==> src/rtl/spi_bus_regs_pkg.sv <==
// spi_bus_regs_pkg
// Purpose: shared constants and types for the SPI-visible register block.
//   Holds the register address map, control-register bit positions, the
//   byte returned on a stream underrun and the bus-side FSM state type.
// Ports: none (package).
package spi_bus_regs_pkg;

  localparam int DATA_W   = 8;
  localparam int ADDR_MSB = 6;

  // Register address map
  localparam logic [ADDR_MSB:0] REG_STATUS   = 7'h00;
  localparam logic [ADDR_MSB:0] REG_CTRL     = 7'h01;
  localparam logic [ADDR_MSB:0] REG_STREAM   = 7'h02;
  localparam logic [ADDR_MSB:0] REG_COUNT    = 7'h03;
  localparam logic [ADDR_MSB:0] REG_SCRATCH0 = 7'h04;

  // Control register bit positions
  localparam int CTRL_EN  = 0;
  localparam int CTRL_CLR = 1;

  // Byte handed back when a stream read gives up waiting for data
  localparam logic [DATA_W-1:0] UNDERRUN_FILL = 8'hFF;

  typedef enum logic {
    ST_IDLE,
    ST_WAIT
  } state_e;

endpackage

==> src/rtl/spi_bus_regs_if.sv <==
// spi_bus_regs_if
// Purpose: classic single-transfer bus between the SPI slave bus master and
//   the register block.
// Signals:
//   cyc  - bus cycle active            stb  - transfer strobe
//   we   - 1 = write, 0 = read         adr  - register address
//   datW - write data (master->slave)  datR - read data, valid while ack
//   ack  - single-cycle acknowledge
// Modports: master (drives request), slave (drives datR/ack).
interface spi_bus_regs_if #(
  parameter int WIDTH = 8,
  parameter int ASB   = 6
);

  logic             cyc;
  logic             stb;
  logic             we;
  logic [ASB:0]     adr;
  logic [WIDTH-1:0] datW;
  logic [WIDTH-1:0] datR;
  logic             ack;

  modport master (output cyc, stb, we, adr, datW, input datR, ack);
  modport slave  (input cyc, stb, we, adr, datW, output datR, ack);

endinterface

==> src/rtl/spi_bus_regs.sv <==
// spi_bus_regs
// Purpose: bus slave providing the SPI register map (status, control, byte
//   counter, four scratch bytes) and a streaming read port that pops bytes
//   from an upstream valid/ready source. A stream read that finds no data
//   waits at most TIMEOUT cycles, then is acked with a fill byte and the
//   sticky underrun flag is raised.
// Ports:
//   clk_i, rst_i   - clock, synchronous active-high reset
//   bus            - slave side of spi_bus_regs_if (cyc/stb/we/adr/dat/ack)
//   src_dat_i      - stream byte           src_vld_i - stream byte available
//   src_rdy_o      - combinational pop strobe
//   ctrl_o         - control register      underrun_o - sticky underrun flag
module spi_bus_regs
  import spi_bus_regs_pkg::*;
#(
  parameter int               WIDTH     = 8,
  parameter int               ASB       = 6,
  parameter int               TIMEOUT   = 15,
  parameter logic [WIDTH-1:0] CTRL_INIT = 8'h01
) (
  input  logic                 clk_i,
  input  logic                 rst_i,
  spi_bus_regs_if.slave        bus,
  input  logic [WIDTH-1:0]     src_dat_i,
  input  logic                 src_vld_i,
  output logic                 src_rdy_o,
  output logic [WIDTH-1:0]     ctrl_o,
  output logic                 underrun_o
);

  localparam logic [7:0] TIMER_LAST = 8'(TIMEOUT - 1);

  state_e           state_q, state_d;
  logic [7:0]       timer_q, timer_d;
  logic             ack_q, ack_d;
  logic [WIDTH-1:0] dat_q, dat_d;
  logic [WIDTH-1:0] ctrl_q, ctrl_d;
  logic             underrun_q, underrun_d;
  logic [WIDTH-1:0] count_q, count_d;
  logic [WIDTH-1:0] scratch_q [4];
  logic [WIDTH-1:0] scratch_d [4];

  logic             hit;
  logic             streamRd;
  logic             isScratch;
  logic             pop;
  logic [WIDTH-1:0] rdMux;

  // A transfer is only accepted while no ack is outstanding, so the master
  // holding stb through its ack cycle cannot start a second transfer.
  assign hit       = bus.cyc && bus.stb && !ack_q;
  assign streamRd  = (bus.adr == REG_STREAM) && !bus.we;
  assign isScratch = (bus.adr[ASB:2] == REG_SCRATCH0[ASB:2]);

  // Read data for every non-popping address; a disabled stream and
  // unmapped addresses fall through to zero.
  always_comb begin
    rdMux = '0;
    if (isScratch) begin
      rdMux = scratch_q[bus.adr[1:0]];
    end else begin
      case (bus.adr)
        REG_STATUS: rdMux = {5'b0, ctrl_q[CTRL_EN], underrun_q, src_vld_i};
        REG_CTRL:   rdMux = ctrl_q;
        REG_COUNT:  rdMux = count_q;
        default:    rdMux = '0;
      endcase
    end
  end

  // Next-state logic for the transfer FSM and the register file. Clears
  // are applied before pop/underrun events so a same-cycle event wins.
  always_comb begin
    state_d    = state_q;
    timer_d    = timer_q;
    ack_d      = 1'b0;
    dat_d      = dat_q;
    ctrl_d     = ctrl_q;
    underrun_d = underrun_q;
    count_d    = count_q;
    scratch_d  = scratch_q;
    pop        = 1'b0;

    case (state_q)
      ST_IDLE: begin
        if (hit) begin
          if (streamRd && ctrl_q[CTRL_EN]) begin
            if (src_vld_i) begin
              pop = 1'b1;
            end else begin
              state_d = ST_WAIT;
              timer_d = '0;
            end
          end else begin
            ack_d = 1'b1;
            dat_d = rdMux;
            if (bus.we) begin
              if (bus.adr == REG_CTRL) begin
                ctrl_d           = bus.datW;
                ctrl_d[CTRL_CLR] = 1'b0;
                if (bus.datW[CTRL_CLR]) begin
                  underrun_d = 1'b0;
                  count_d    = '0;
                end
              end else if (isScratch) begin
                scratch_d[bus.adr[1:0]] = bus.datW;
              end
            end
          end
        end
      end

      ST_WAIT: begin
        if (!bus.cyc) begin
          state_d = ST_IDLE;
        end else if (src_vld_i && ctrl_q[CTRL_EN]) begin
          pop     = 1'b1;
          state_d = ST_IDLE;
        end else if (timer_q == TIMER_LAST) begin
          ack_d      = 1'b1;
          dat_d      = UNDERRUN_FILL;
          underrun_d = 1'b1;
          state_d    = ST_IDLE;
        end else begin
          timer_d = timer_q + 8'd1;
        end
      end

      default: state_d = ST_IDLE;
    endcase

    if (pop) begin
      ack_d   = 1'b1;
      dat_d   = src_dat_i;
      count_d = count_q + 8'd1;
    end
  end

  // State and register file update with synchronous reset.
  always_ff @(posedge clk_i) begin
    if (rst_i) begin
      state_q    <= ST_IDLE;
      timer_q    <= '0;
      ack_q      <= 1'b0;
      dat_q      <= '0;
      ctrl_q     <= CTRL_INIT;
      underrun_q <= 1'b0;
      count_q    <= '0;
      for (int i = 0; i < 4; i++) scratch_q[i] <= '0;
    end else begin
      state_q    <= state_d;
      timer_q    <= timer_d;
      ack_q      <= ack_d;
      dat_q      <= dat_d;
      ctrl_q     <= ctrl_d;
      underrun_q <= underrun_d;
      count_q    <= count_d;
      for (int i = 0; i < 4; i++) scratch_q[i] <= scratch_d[i];
    end
  end

  // The pop strobe is masked by reset so an aborted transfer never pops.
  assign src_rdy_o  = pop && !rst_i;
  assign bus.ack    = ack_q;
  assign bus.datR   = dat_q;
  assign ctrl_o     = ctrl_q;
  assign underrun_o = underrun_q;

endmodule

==> src/flat_wrapper.sv <==
// flat-port wrapper written by rule: the top's interface ports become plain ports
module spi_bus_regs_flat import spi_bus_regs_pkg::*;
#(
  parameter int               WIDTH     = 8,
  parameter int               ASB       = 6,
  parameter int               TIMEOUT   = 15,
  parameter logic [WIDTH-1:0] CTRL_INIT = 8'h01
)
  (clk_i, rst_i, src_dat_i, src_vld_i, src_rdy_o, ctrl_o, underrun_o, bus_cyc, bus_stb, bus_we, bus_adr, bus_datW, bus_datR, bus_ack);
  spi_bus_regs_if #(.WIDTH(WIDTH), .ASB(ASB)) bus_i ();
  input  logic clk_i;
  input  logic rst_i;
  input  logic [WIDTH-1:0] src_dat_i;
  input  logic src_vld_i;
  output logic src_rdy_o;
  output logic [WIDTH-1:0] ctrl_o;
  output logic underrun_o;
  input wire logic [$bits(bus_i.cyc)-1:0] bus_cyc;
  input wire logic [$bits(bus_i.stb)-1:0] bus_stb;
  input wire logic [$bits(bus_i.we)-1:0] bus_we;
  input wire logic [$bits(bus_i.adr)-1:0] bus_adr;
  input wire logic [$bits(bus_i.datW)-1:0] bus_datW;
  output wire logic [$bits(bus_i.datR)-1:0] bus_datR;
  output wire logic [$bits(bus_i.ack)-1:0] bus_ack;
  assign bus_i.cyc = bus_cyc;
  assign bus_i.stb = bus_stb;
  assign bus_i.we = bus_we;
  assign bus_i.adr = bus_adr;
  assign bus_i.datW = bus_datW;
  assign bus_datR = bus_i.datR;
  assign bus_ack = bus_i.ack;
  spi_bus_regs #(.WIDTH(WIDTH), .ASB(ASB), .TIMEOUT(TIMEOUT), .CTRL_INIT(CTRL_INIT)) u_core (.clk_i(clk_i), .rst_i(rst_i), .bus(bus_i), .src_dat_i(src_dat_i), .src_vld_i(src_vld_i), .src_rdy_o(src_rdy_o), .ctrl_o(ctrl_o), .underrun_o(underrun_o));
endmodule
==> config.mk <==
export PLATFORM = sky130hd
export DESIGN_NAME = spi_bus_regs_flat
export DESIGN_NICKNAME = d
export VERILOG_FILES = /design/src/rtl/spi_bus_regs_pkg.sv /design/src/rtl/spi_bus_regs_if.sv /design/src/rtl/spi_bus_regs.sv /design/src/flat_wrapper.sv
export SDC_FILE = /design/constraint.sdc
export NUM_CORES = 1
export LEC_CHECK = 0
export BUFFER_PORTS_ARGS = -buffer_cell sky130_fd_sc_hd__buf_4
export CORE_MARGIN = 2
export CORE_UTILIZATION = 40
export CTS_CLUSTER_SIZE = 25
export DETAILED_ROUTE_END_ITERATION = 16
export HOLD_SLACK_MARGIN = 0.03
export SLEW_MARGIN = 20
export SYNTH_ARGS = -nofsm -noshare
export SYNTH_HDL_FRONTEND = slang
export SYNTH_SLANG_ARGS = --single-unit
export TNS_END_PERCENT = 50
==> constraint.sdc <==
create_clock -name clk_i -period 2.45 [get_ports clk_i]
set_clock_uncertainty 0.05 [all_clocks]
set_input_delay 0.1225 -clock clk_i [delete_from_list [all_inputs] [get_ports clk_i]]
set_output_delay 0.1225 -clock clk_i [all_outputs]
set_load 0.05 [all_outputs]
Yosys cells after proc, flatten, opt, wreduce, memory -nomap -nowiden:

Cells that the tools add are included.
W data, S select, Z words.

* bits in registers: 66
* output and inout port bits: 19
* logic and storage cells: 121

* add/sub/neg operators: 2
* magnitude comparators: 2
* eq/ne operators: 23
* multiplexer cells: 58
* bitwise gates (word level): 4
* reductions and logical operators: 21

Operators with widths (number)
* $mux W8: 23
* $bwmux W32: 1
* $pmux W8 S2: 2
* $mux W1: 25
* $pmux W8 S3: 1
* $ne A2 B2 Y1 const B: 9
* $reduce_and A6 Y1: 3
* $add A8 B1 Y8 const B: 2
* $bmux W8 S2: 1
* $demux W8 S2: 1
* $eq A7 B2 Y1 const B: 2
* $reduce_and A5 Y1: 2
* $ne A3 B3 Y1 const B: 3
* $eq A8 B4 Y1 const B: 1
* $ne A2 B1 Y1 const B: 4
* $pmux W1 S2: 4
* $reduce_and A8 Y1: 1
* $reduce_bool A2 Y1: 4
* $eq A7 B1 Y1 const B: 1
* $logic_and A1 B1 Y1: 7
* $logic_not A7 Y1: 1
* $eq A5 B1 Y1 const B: 1
* $ge A3 B3 Y1 const B: 1
* $logic_not A1 Y1: 3
* 5 further kinds: 7

Depth between registers and ports, before layout:

Gate-level depths: netlist of the first run.

* depth after elaboration: 9
* depth in mapped cells: 9
* gate-level depth less buffers: 7

Worst setup path before layout of the first run:

No wires, ideal clock.

* path type: register to register
* start point: register u_core.ctrl_q[0] (netlist: u_core.ctrl_o[0])
* end point: register u_core.count_q[0]
* library setup time: 63 ps
* data arrival time: 2331 ps
* path slack: 5 ps
* stages on the path, launching flop included: 6
* buffers on the path: 1
* clock period less this slack: 2445 ps
* cells stage by stage: dfxtp_1 and4_1 clkbuf_1 a41oi_1 nor2_1 mux2_2

* cells in the longest elaborated chain, start to end: 6

RTL lines
* start: declaration: RTL line spi_bus_regs.sv:37 `logic [WIDTH-1:0] ctrl_q, ctrl_d;`
* start signal: assignment: RTL line spi_bus_regs.sv:155 `ctrl_q <= ctrl_d;`
* $logic_and A1 B1 Y1, on equally long branches: RTL line spi_bus_regs.sv:116, spi_bus_regs.sv:87
* $mux W1, on equally long branches: RTL line spi_bus_regs.sv:116, spi_bus_regs.sv:87
* $mux W1, on equally long branches: RTL line spi_bus_regs.sv:114, spi_bus_regs.sv:86
* $pmux W1 S2: RTL line spi_bus_regs.sv:84 `case (state_q)`
* $ne A2 B2 Y1 (no line), or another cell as far along
* $reduce_and A6 Y1 (no line)
* end signal: assignment: RTL line spi_bus_regs.sv:157 `count_q <= count_d;`
* end: declaration: RTL line spi_bus_regs.sv:39 `logic [WIDTH-1:0] count_q, count_d;`

Several ways; a longest one is shown, not always the timed one.
A chain may end at the register's enable or synchronous reset.

Final worst setup path of the first run:

* start point: register u_core.ctrl_q[0] (netlist: u_core.ctrl_o[0])
* end point: output src_rdy_o

* cells in the longest elaborated chain, start to end: 5

RTL lines
* $logic_and A1 B1 Y1, on equally long branches: RTL line spi_bus_regs.sv:116, spi_bus_regs.sv:87
* $mux W1, on equally long branches: RTL line spi_bus_regs.sv:116, spi_bus_regs.sv:87
* $mux W1, on equally long branches: RTL line spi_bus_regs.sv:114, spi_bus_regs.sv:86
* $pmux W1 S2 *: RTL line spi_bus_regs.sv:84
* $logic_and A1 B1 Y1 *: RTL line spi_bus_regs.sv:163 `assign src_rdy_o = pop && !rst_i;`
* end: declaration: RTL line flat_wrapper.sv:15 `output logic src_rdy_o;`

Mark *: on every way between the ends. The rest lies on a longest branch, timed or not.

==> results.sh, run 1 <==
export IMPL_port_buffers=46
export IMPL_met1_length_um=4050
export IMPL_dr_first_iter_drc_count=103
export IMPL_holdWs_ns=0.0699
export IMPL_leakagePower_uw=0.00145
export IMPL_ys_types=59
export IMPL_synth_edf_count=0
export IMPL_cp_buffers_inverters=1
export IMPL_fillers=767
export IMPL_cts_tree="yes"
export IMPL_drv_cap=0
export IMPL_topRoutingLayerUsed="met4"
export IMPL_ys_ff_latch=66
export IMPL_path_max_fanout=8
export IMPL_wl_per_cell_um=16.3
export IMPL_clk_latency_ns=0.35
export IMPL_start_util_pct=40.8
export IMPL_crit_type="register to output port"
export IMPL_htreeDepth=3
export IMPL_yosys_warnings=0
export IMPL_crit_path_end_kind="output port"
export IMPL_power_uw=2270
export IMPL_diodes=0
export IMPL_num_rows=33
export IMPL_yosys_area_top_type="dfxtp_1"
export IMPL_outcome="finished, final reports clean"
export IMPL_coreArea_um2=8130
export IMPL_io_pin_count=48
export IMPL_rsz0062_at_grt="false"
export IMPL_synth_area_leaders="dfxtp_1, mux2i_1, mux4_2"
export IMPL_cts_setup_buffers=0
export IMPL_setup_tns_final_ns=0
export IMPL_yosysSeqAreaShare_pct=39.8
export IMPL_die_h_um=95.1
export IMPL_max_slew_margin_pct=52.4
export IMPL_power_density_nw_per_um2=564
export IMPL_cts_sinks=66
export IMPL_dr_pass1_iters=4
export IMPL_die_area_um2=9050
export IMPL_min_path_type="input port to register"
export IMPL_cts_reportedPaths_clkPinSlew_ns=0.08
export IMPL_finalSetupViolCount=0
export IMPL_drc_errors=0
export IMPL_final_cell_mix="dfxtp_1, buf_4, nor2_1"
export IMPL_multi_input_area_um2=1870
export IMPL_hold_violations=0
export IMPL_final_common_cell="dfxtp_1"
export IMPL_fin_ws_ns=0.214
export IMPL_grt_start_max_net_pins=52
export IMPL_utilization_pct=49.5
export IMPL_fmax_ghz=0.447
export IMPL_fin_nets=436
export IMPL_vias=2870
export IMPL_ir_drop_mv=0.274
export IMPL_wl_met3_um=456
export IMPL_crit_chain="and4bb_2 -> a41oi_1 -> nor2_2 -> buf_4"
export IMPL_clock_path_buffers=2
export IMPL_antenna_found_initial=0
export IMPL_synth_fp_nets=389
export IMPL_drive_gt1_share_pct=22.7
export IMPL_grt_pass1_wl_um=13500
export IMPL_cp_start_kind="register"
export IMPL_cts_buffers=9
export IMPL_post_route_period_util_pct=91.3
export IMPL_wl_met2_um=3740
export IMPL_cp_required_ns=2.28
export IMPL_critPathTopFamily="simple AND/OR/NAND/NOR gates"
export IMPL_min_period_ns=2.24
export IMPL_wl_um=8370
export IMPL_gp_congestion=0.803
export IMPL_avgSynthCellArea_um2=9.31
export IMPL_grt_pass1_vias=2645
export IMPL_syn_area_um2=3320
export IMPL_worstMarginPinSlew_ns=0.710
export IMPL_slew_viol_final=0
export IMPL_die_w_um=95.1
export IMPL_place_ws_ns=0.369
export IMPL_max_stage_delay_ns=0.47
export IMPL_grt_overflow=0
export IMPL_antenna_left=0
export IMPL_syn_to_final_growth_pct=21.2
export IMPL_cts_root_buf="clkbuf_8"
export IMPL_synthFlopType="dfxtp_1"
export IMPL_cp_data_arrival_time_ns=2.06
export IMPL_avgViaCountPerCell=5.58
export IMPL_regArea_um2=1320
export IMPL_gr_usage_all_layers_pct=19.3
export IMPL_async_flop_share_pct=0
export IMPL_hpwl_um=5790
export IMPL_synth_top_cell_area_share_pct=39.8
export IMPL_synthCells=357
export IMPL_crit_slowest_cell="dfxtp_1"
[cell families after synthesis]
logic type / Yosys count / synth area share, %
AO/OA/AOI/OAI: 88 / 17.6
multiplexers: 39 / 15.0
XOR/XNOR: 7 / 1.85
AND/OR/NAND/NOR: 125 / 20.4
other: 1 / 0.113
adder cells (fa/ha/maj): 3 / 1.13
buffers and inverters: 28 / 4.11
flip-flops: 66 / 39.8
[path summary, 6_finish.rpt]
check,startpoint,to,slack (ns),cells after the start
hold / removal,src_dat_i[1],u_core.bus.datR[1],0.07,3
setup / recovery,u_core.ctrl_o[0],src_rdy_o,0.21,4
hold reg to reg,u_core.scratch_q[16],u_core.scratch_q[16],0.43,2
setup reg to reg,u_core.state_q,u_core.scratch_q[18],0.32,6
[per-stage QoR]
stage               cells  instance area (µm²)
floorplan             357                 3320
global placement      490                 3720
detailed placement    490                 3720
CTS                   514                 4020
global route          514                 4030
finish                514                 4030
[cells in the mapped netlist, drive strengths merged, types with 2 or more instances]
master	n
o2111a	2
nor4	9
o31ai	2
o21ai	22
nor2	44
clkbuf	11
or4	3
a41oi	2
mux2	6
inv	5
nand3	4
nand2	28
ha	3
mux2i	25
and4bb	2
and3	2
a22o	8
nand2b	2
a22oi	2
buf	12
nor3	6
dfxtp	66
a32oi	5
o221a	2
nand4	5
xnor2	7
nor3b	4
mux4	8
a31oi	4
or3	2
a21oi	28
nor2b	6
o2111ai	3
[state kept, by name (all words and copies together), names as in the netlist]
register,count
u_core.ctrl_o,7
u_core.bus.ack,1
u_core.underrun_o,1
u_core.count_q,8
u_core.scratch_q,32
u_core.timer_q,8
u_core.bus.datR,8
u_core.state_q,1
[final cells by class]
cell class	instances	share of cell area, %
well taps	105	3.26
repair buffers	59	11.5
clock buffers	9	3.08
multi-input cells	263	46.4
flip-flops and latches	66	32.8
inverters	5	0.466
clock inverters	7	2.49
[where the power goes]
group | leakage [µW] | total (µW) | switching [µW] | internal, µW
Combinational | 0.000806 | 151 | 91.4 | 60.0
Sequential | 0.000531 | 1070 | 1.25 | 1070
Clock | 0.000114 | 1040 | 462 | 582
Total | 0.00145 | 2270 | 555 | 1710
[layer usage]
layer,track usage [%],up-vias
li1,-,1412
met1,28.0,1368
met2,28.3,80
met3,3.56,10
met4,7.25,0
met5,0,-
[worst register-to-register path, stage by stage, from the launching register on]
cell	delay, ns
dfxtp_1	0.39
and4bb_1	0.45
nand4_1	0.25
buf_4	0.27
nor2_1	0.41
nand2_1	0.10
a21oi_1	0.13
[timing repair]
| item | CTS | global route |
|---|---|---|
| endpoints found under the hold margin | 39 | 0 |
| endpoints found under the setup margin | 0 | 1 |
| hold buffers | 8 | 0 |
| gates resized for setup | 0 | 1 |
Power figures use the tool's default switching activity.
==> run 2: changes to the inputs <==
--- a/config.mk
+++ b/config.mk
@@ -11,7 +11,7 @@
 export CTS_CLUSTER_SIZE = 25
 export DETAILED_ROUTE_END_ITERATION = 16
 export HOLD_SLACK_MARGIN = 0.03
-export SLEW_MARGIN = 20
+export PLACE_DENSITY = 0.67
 export SYNTH_ARGS = -nofsm -noshare
 export SYNTH_HDL_FRONTEND = slang
 export SYNTH_SLANG_ARGS = --single-unit
==> results.sh, run 2 (synthesis gave the netlist of run 1 again) <==
export IMPL_final_common_cell="dfxtp_1"
export IMPL_place_area_um2=3710
export IMPL_grt_pass1_vias=2621
export IMPL_antenna_left=0
export IMPL_ir_drop_mv=0.294
export IMPL_coreArea_um2=8130
export IMPL_final_cell_mix="dfxtp_1, buf_4, nor2_1"
export IMPL_max_slew_margin_pct=54.5
export IMPL_clk_latency_ns=0.34
export IMPL_hold_depth=3
export IMPL_cts_root_buf="clkbuf_8"
export IMPL_antenna_found_initial=0
export IMPL_num_rows=33
export IMPL_htreeDepth=3
export IMPL_port_buffers=46
export IMPL_min_period_ns=2.23
export IMPL_cts_resized=0
export IMPL_cp_required_ns=2.28
export IMPL_syn_to_final_growth_pct=20.0
export IMPL_start_util_pct=40.8
export IMPL_drive_gt1_share_pct=21.8
export IMPL_post_route_period_util_pct=91.0
export IMPL_crit_path_frequent_cell="buf_4"
export IMPL_cts_buffers=9
export IMPL_power_density_nw_per_um2=541
export IMPL_critPathTopFamily="simple AND/OR/NAND/NOR gates"
export IMPL_diodes=0
export IMPL_crit_type="register to output port"
export IMPL_cp_buffers_inverters=2
export IMPL_gp_congestion=0.847
export IMPL_clock_path_buffers=2
export IMPL_slew_viol_final=0
export IMPL_grt_start_max_net_pins=52
export IMPL_min_path_type="input port to register"
export IMPL_fin_nets=435
export IMPL_finalSetupViolCount=0
export IMPL_worstMarginPinSlew_ns=0.679
export IMPL_cts_tree="yes"
export IMPL_wl_per_cell_um=16.3
export IMPL_crit_chain="and4bb_2 -> a41oi_1 -> buf_4 -> nor2_1 -> buf_4"
export IMPL_cp_depth=5
export IMPL_die_w_um=95.1
export IMPL_drc_errors=0
export IMPL_die_area_um2=9050
export IMPL_avgViaCountPerCell=5.70
export IMPL_grt_overflow=0
export IMPL_drv_cap=0
export IMPL_outcome="finished, final reports clean"
export IMPL_rsz0062_at_grt="false"
export IMPL_leakagePower_uw=0.00143
export IMPL_setup_tns_final_ns=0
export IMPL_dr_pass1_iters=5
export IMPL_grt_pass1_wl_um=13200
export IMPL_fin_ws_ns=0.220
export IMPL_die_h_um=95.1
export IMPL_cp_start_kind="register"
export IMPL_design_area_um2=3990
export IMPL_hpwl_um=5870
export IMPL_hold_violations=0
export IMPL_path_max_fanout=14
export IMPL_worst_r2r_cell_count=5
export IMPL_cts_reportedPaths_clkPinSlew_ns=0.07
export IMPL_crit_path_end_kind="output port"
export IMPL_cts_sinks=66
export IMPL_top_register="u_core.scratch_q"
export IMPL_fmax_ghz=0.448
export IMPL_fillers=755
export IMPL_place_ws_ns=0.293
export IMPL_cp_data_arrival_time_ns=2.06
export IMPL_max_stage_delay_ns=0.48
export IMPL_crit_slowest_cell="dfxtp_1"
export IMPL_dr_first_iter_drc_count=153
export IMPL_wl_um=8350
export IMPL_vias=2925
export IMPL_largest_reg_flops=32
export IMPL_gr_usage_all_layers_pct=18.8
export IMPL_io_pin_count=48
run 2: power by group:
part / internal (µW) / total (µW) / switching (µW)
combinational: 61.0 / 151 / 90.3
sequential: 1070 / 1070 / 1.17
clock: 499 / 933 / 434
total: 1630 / 2160 / 526
run 2: area by class of cell:
cell class                      instances  area (µm²)  share of cell area [%]
Multi-Input combinational cell        263        1860                    46.8
Tap cell                              105         131                    3.29
Timing Repair Buffer                   58         455                    11.4
Sequential cell                        66        1320                    33.1
Clock buffer                           12         145                    3.64
Clock inverter                          4        51.3                    1.29
Inverter                                5        18.8                   0.471
run 2: repair_timing:
item                                    4_1_cts  5_1_grt
buffers inserted                              0        0
endpoints found under the setup margin        0        0
hold buffers                                  8        0
hold endpoints to repair                     37        0
run 2: path summary, 6_finish.rpt:
kind                                          from                    to  slack, ns
worst min-delay path                  src_dat_i[1]    u_core.bus.datR[1]       0.06
worst max-delay path              u_core.ctrl_o[0]             src_rdy_o       0.22
worst max register to register      u_core.state_q  u_core.scratch_q[29]       0.27
worst min register to register  u_core.bus.datR[1]    u_core.bus.datR[1]       0.42
run 2: per-layer routing:
layer | global-route usage (%) | share of wire [%] | up-vias
li1 | - | - | 1416
met1 | 25.3 | 47 | 1425
met2 | 29.5 | 47 | 71
met3 | 3.64 | 3.9 | 13
met4 | 7.85 | 1.9 | 0
met5 | 0 | 0 | -
run 2: through the flow:
step	utilization [%]	total power, µW	hold WS [ns]	cells
2_1_floorplan	-	1180	0.190	357
3_3_place_gp	45.6	1240	0.339	489
3_5_place_dp	45.6	1240	0.331	489
4_1_cts	49.0	2170	0.0571	513
5_1_grt	49.0	2220	0.0646	513
6_report	49.0	2160	0.0575	513
run 2: worst min-delay path, cell delays in order:
cell and delay [ns]:
buf_4 0.07, or2_2 0.09, a32o_1 0.14
==> run 3: changes to the inputs <==
--- a/config.mk
+++ b/config.mk
@@ -5,13 +5,13 @@
 export SDC_FILE = /design/constraint.sdc
 export NUM_CORES = 1
 export LEC_CHECK = 0
-export BUFFER_PORTS_ARGS = -buffer_cell sky130_fd_sc_hd__buf_4
 export CORE_MARGIN = 2
 export CORE_UTILIZATION = 40
 export CTS_CLUSTER_SIZE = 25
 export DETAILED_ROUTE_END_ITERATION = 16
+export DONT_BUFFER_PORTS = 1
 export HOLD_SLACK_MARGIN = 0.03
-export PLACE_DENSITY = 0.67
+export PLACE_DENSITY = 0.62
 export SYNTH_ARGS = -nofsm -noshare
 export SYNTH_HDL_FRONTEND = slang
 export SYNTH_SLANG_ARGS = --single-unit
==> results.sh, run 3 (synthesis gave the netlist of run 1 again) <==
export IMPL_outcome="finished, final reports clean"
export IMPL_final_cells=484
export IMPL_max_slew_margin_pct=54.9
export IMPL_top_register="u_core.scratch_q"
export IMPL_slew_viol_final=0
export IMPL_min_path_type="input port to register"
export IMPL_design_area_um2=3840
export IMPL_avgViaCountPerCell=5.74
export IMPL_die_area_um2=9050
export IMPL_vias=2779
export IMPL_fillers=770
export IMPL_largest_reg_flops=32
export IMPL_gp_congestion=0.860
export IMPL_worstMarginPinSlew_ns=0.673
export IMPL_ir_drop_mv=0.248
export IMPL_power_density_nw_per_um2=588
export IMPL_grt_pass1_wl_um=13600
export IMPL_timing_rr_start="u_core.state_q"
export IMPL_drive_gt1_share_pct=13.7
export IMPL_hold_end="u_core.underrun_o"
export IMPL_cp_start_kind="register"
export IMPL_post_route_period_util_pct=92.4
export IMPL_place_area_um2=3400
export IMPL_max_stage_delay_ns=0.40
export IMPL_grt_pass1_vias=2688
export IMPL_antenna_found_initial=0
export IMPL_cts_reportedPaths_clkPinSlew_ns=0.09
export IMPL_worst_r2r_cell_count=6
export IMPL_cts_tree="yes"
export IMPL_htreeDepth=3
export IMPL_final_cell_mix="dfxtp_1, nor2_1, nand2_1, a21oi_1, mux2i_1"
export IMPL_diodes=0
export IMPL_cts_buffers=9
export IMPL_rsz0062_at_grt="false"
export IMPL_fin_nets=406
export IMPL_clk_latency_ns=0.36
export IMPL_die_h_um=95.1
export IMPL_drv_cap=0
export IMPL_grt_start_max_net_pins=50
export IMPL_grt_overflow=0
export IMPL_start_util_pct=40.8
export IMPL_coreArea_um2=8130
export IMPL_syn_to_final_growth_pct=15.6
export IMPL_dr_first_iter_drc_count=153
export IMPL_crit_chain="buf_4 -> and4bb_2 -> a41oi_1 -> nor2_2 -> buf_4"
export IMPL_holdWs_ns=0.0248
export IMPL_die_w_um=95.1
export IMPL_antenna_left=0
export IMPL_hold_violations=0
export IMPL_dp_cells=448
export IMPL_drc_errors=0
export IMPL_cts_root_buf="clkbuf_8"
export IMPL_reg2reg_slack_ns=0.23
export IMPL_wl_per_cell_um=17.4
export IMPL_crit_path_frequent_cell="buf_4"
export IMPL_leakagePower_uw=0.00129
export IMPL_port_buffers=0
export IMPL_cp_buffers_inverters=2
export IMPL_power_uw=2260
export IMPL_critPathTopFamily="simple AND/OR/NAND/NOR gates"
export IMPL_crit_path_end_kind="output port"
export IMPL_hpwl_um=5570
export IMPL_min_from="bus_cyc"
export IMPL_crit_type="register to output port"
export IMPL_gr_usage_all_layers_pct=19.7
export IMPL_cp_required_ns=2.28
export IMPL_wl_um=8410
export IMPL_cp_data_arrival_time_ns=2.09
export IMPL_crit_slowest_cell="dfxtp_1"
export IMPL_hold_depth=3
export IMPL_final_common_cell="dfxtp_1"
export IMPL_r2r_end="u_core.scratch_q[31]"
export IMPL_finalSetupViolCount=0
export IMPL_dr_pass1_iters=4
export IMPL_io_pin_count=48
export IMPL_setup_tns_final_ns=0
export IMPL_fmax_ghz=0.442
export IMPL_min_period_ns=2.26
export IMPL_clock_path_buffers=2
export IMPL_num_rows=33
export IMPL_path_max_fanout=6
export IMPL_cts_sinks=66
==> run 3: cell type report <==
type	count	area [µm²]	share of cell area [%]
Clock buffer	11	141	3.68
Clock inverter	5	85.1	2.22
Inverter	5	18.8	0.489
Multi-Input combinational cell	263	1870	48.6
Sequential cell	66	1320	34.4
Tap cell	105	131	3.42
Timing Repair Buffer	29	275	7.17
==> run 3: timing repair <==
| action | CTS | global route |
|---|---|---|
| endpoints found under the setup margin | 0 | 1 |
| endpoints found under the hold margin | 56 | 0 |
| hold buffers | 19 | 0 |
| setup buffers | 0 | 1 |
| resized for setup | 0 | 1 |
==> run 3: layer usage <==
metal	routed length (µm)	track usage (%)	vias to the layer above
li1	-	-	1359
met2	3770	29.7	86
met4	120	6.16	0
met1	3980	26.9	1326
met3	536	6.25	8
met5	0	0	-
==> run 3: worst max path at each step <==
stage                                 from  depth (start not counted)  slack, ns                    to
final                     u_core.ctrl_o[0]                          5       0.19             src_rdy_o
after global routing        u_core.state_q                          6       0.05  u_core.scratch_q[22]
after CTS                 u_core.ctrl_o[0]                          5       0.02             src_rdy_o
after detailed placement    u_core.state_q                          6       0.28  u_core.scratch_q[29]
after global placement      u_core.state_q                          6       0.34  u_core.scratch_q[30]
after floorplan           u_core.ctrl_o[0]                          5      0.005     u_core.count_q[0]
==> run 3: power by group <==
part | switching (µW) | leakage [µW] | total [µW] | internal [µW]
combinational | 63.2 | 0.000651 | 109 | 46.1
sequential | 1.19 | 0.000531 | 1070 | 1070
clock | 464 | 0.000111 | 1070 | 609
==> run 3: through the flow <==
stage	utilization (%)	worst slack, ns
finish	47.2	0.187
global route	47.2	0.0521
CTS	47.1	0.0156
detailed placement	41.8	0.283
global placement	41.8	0.337
floorplan	-	0.00519
==> run 3: worst reg2reg max path, stage by stage, from the launching register on <==
cell	delay, ns
dfxtp_1	0.39
and4bb_1	0.45
nand4_1	0.18
buf_4	0.24
nor3_4	0.47
mux2i_1	0.25
nor2_1	0.05
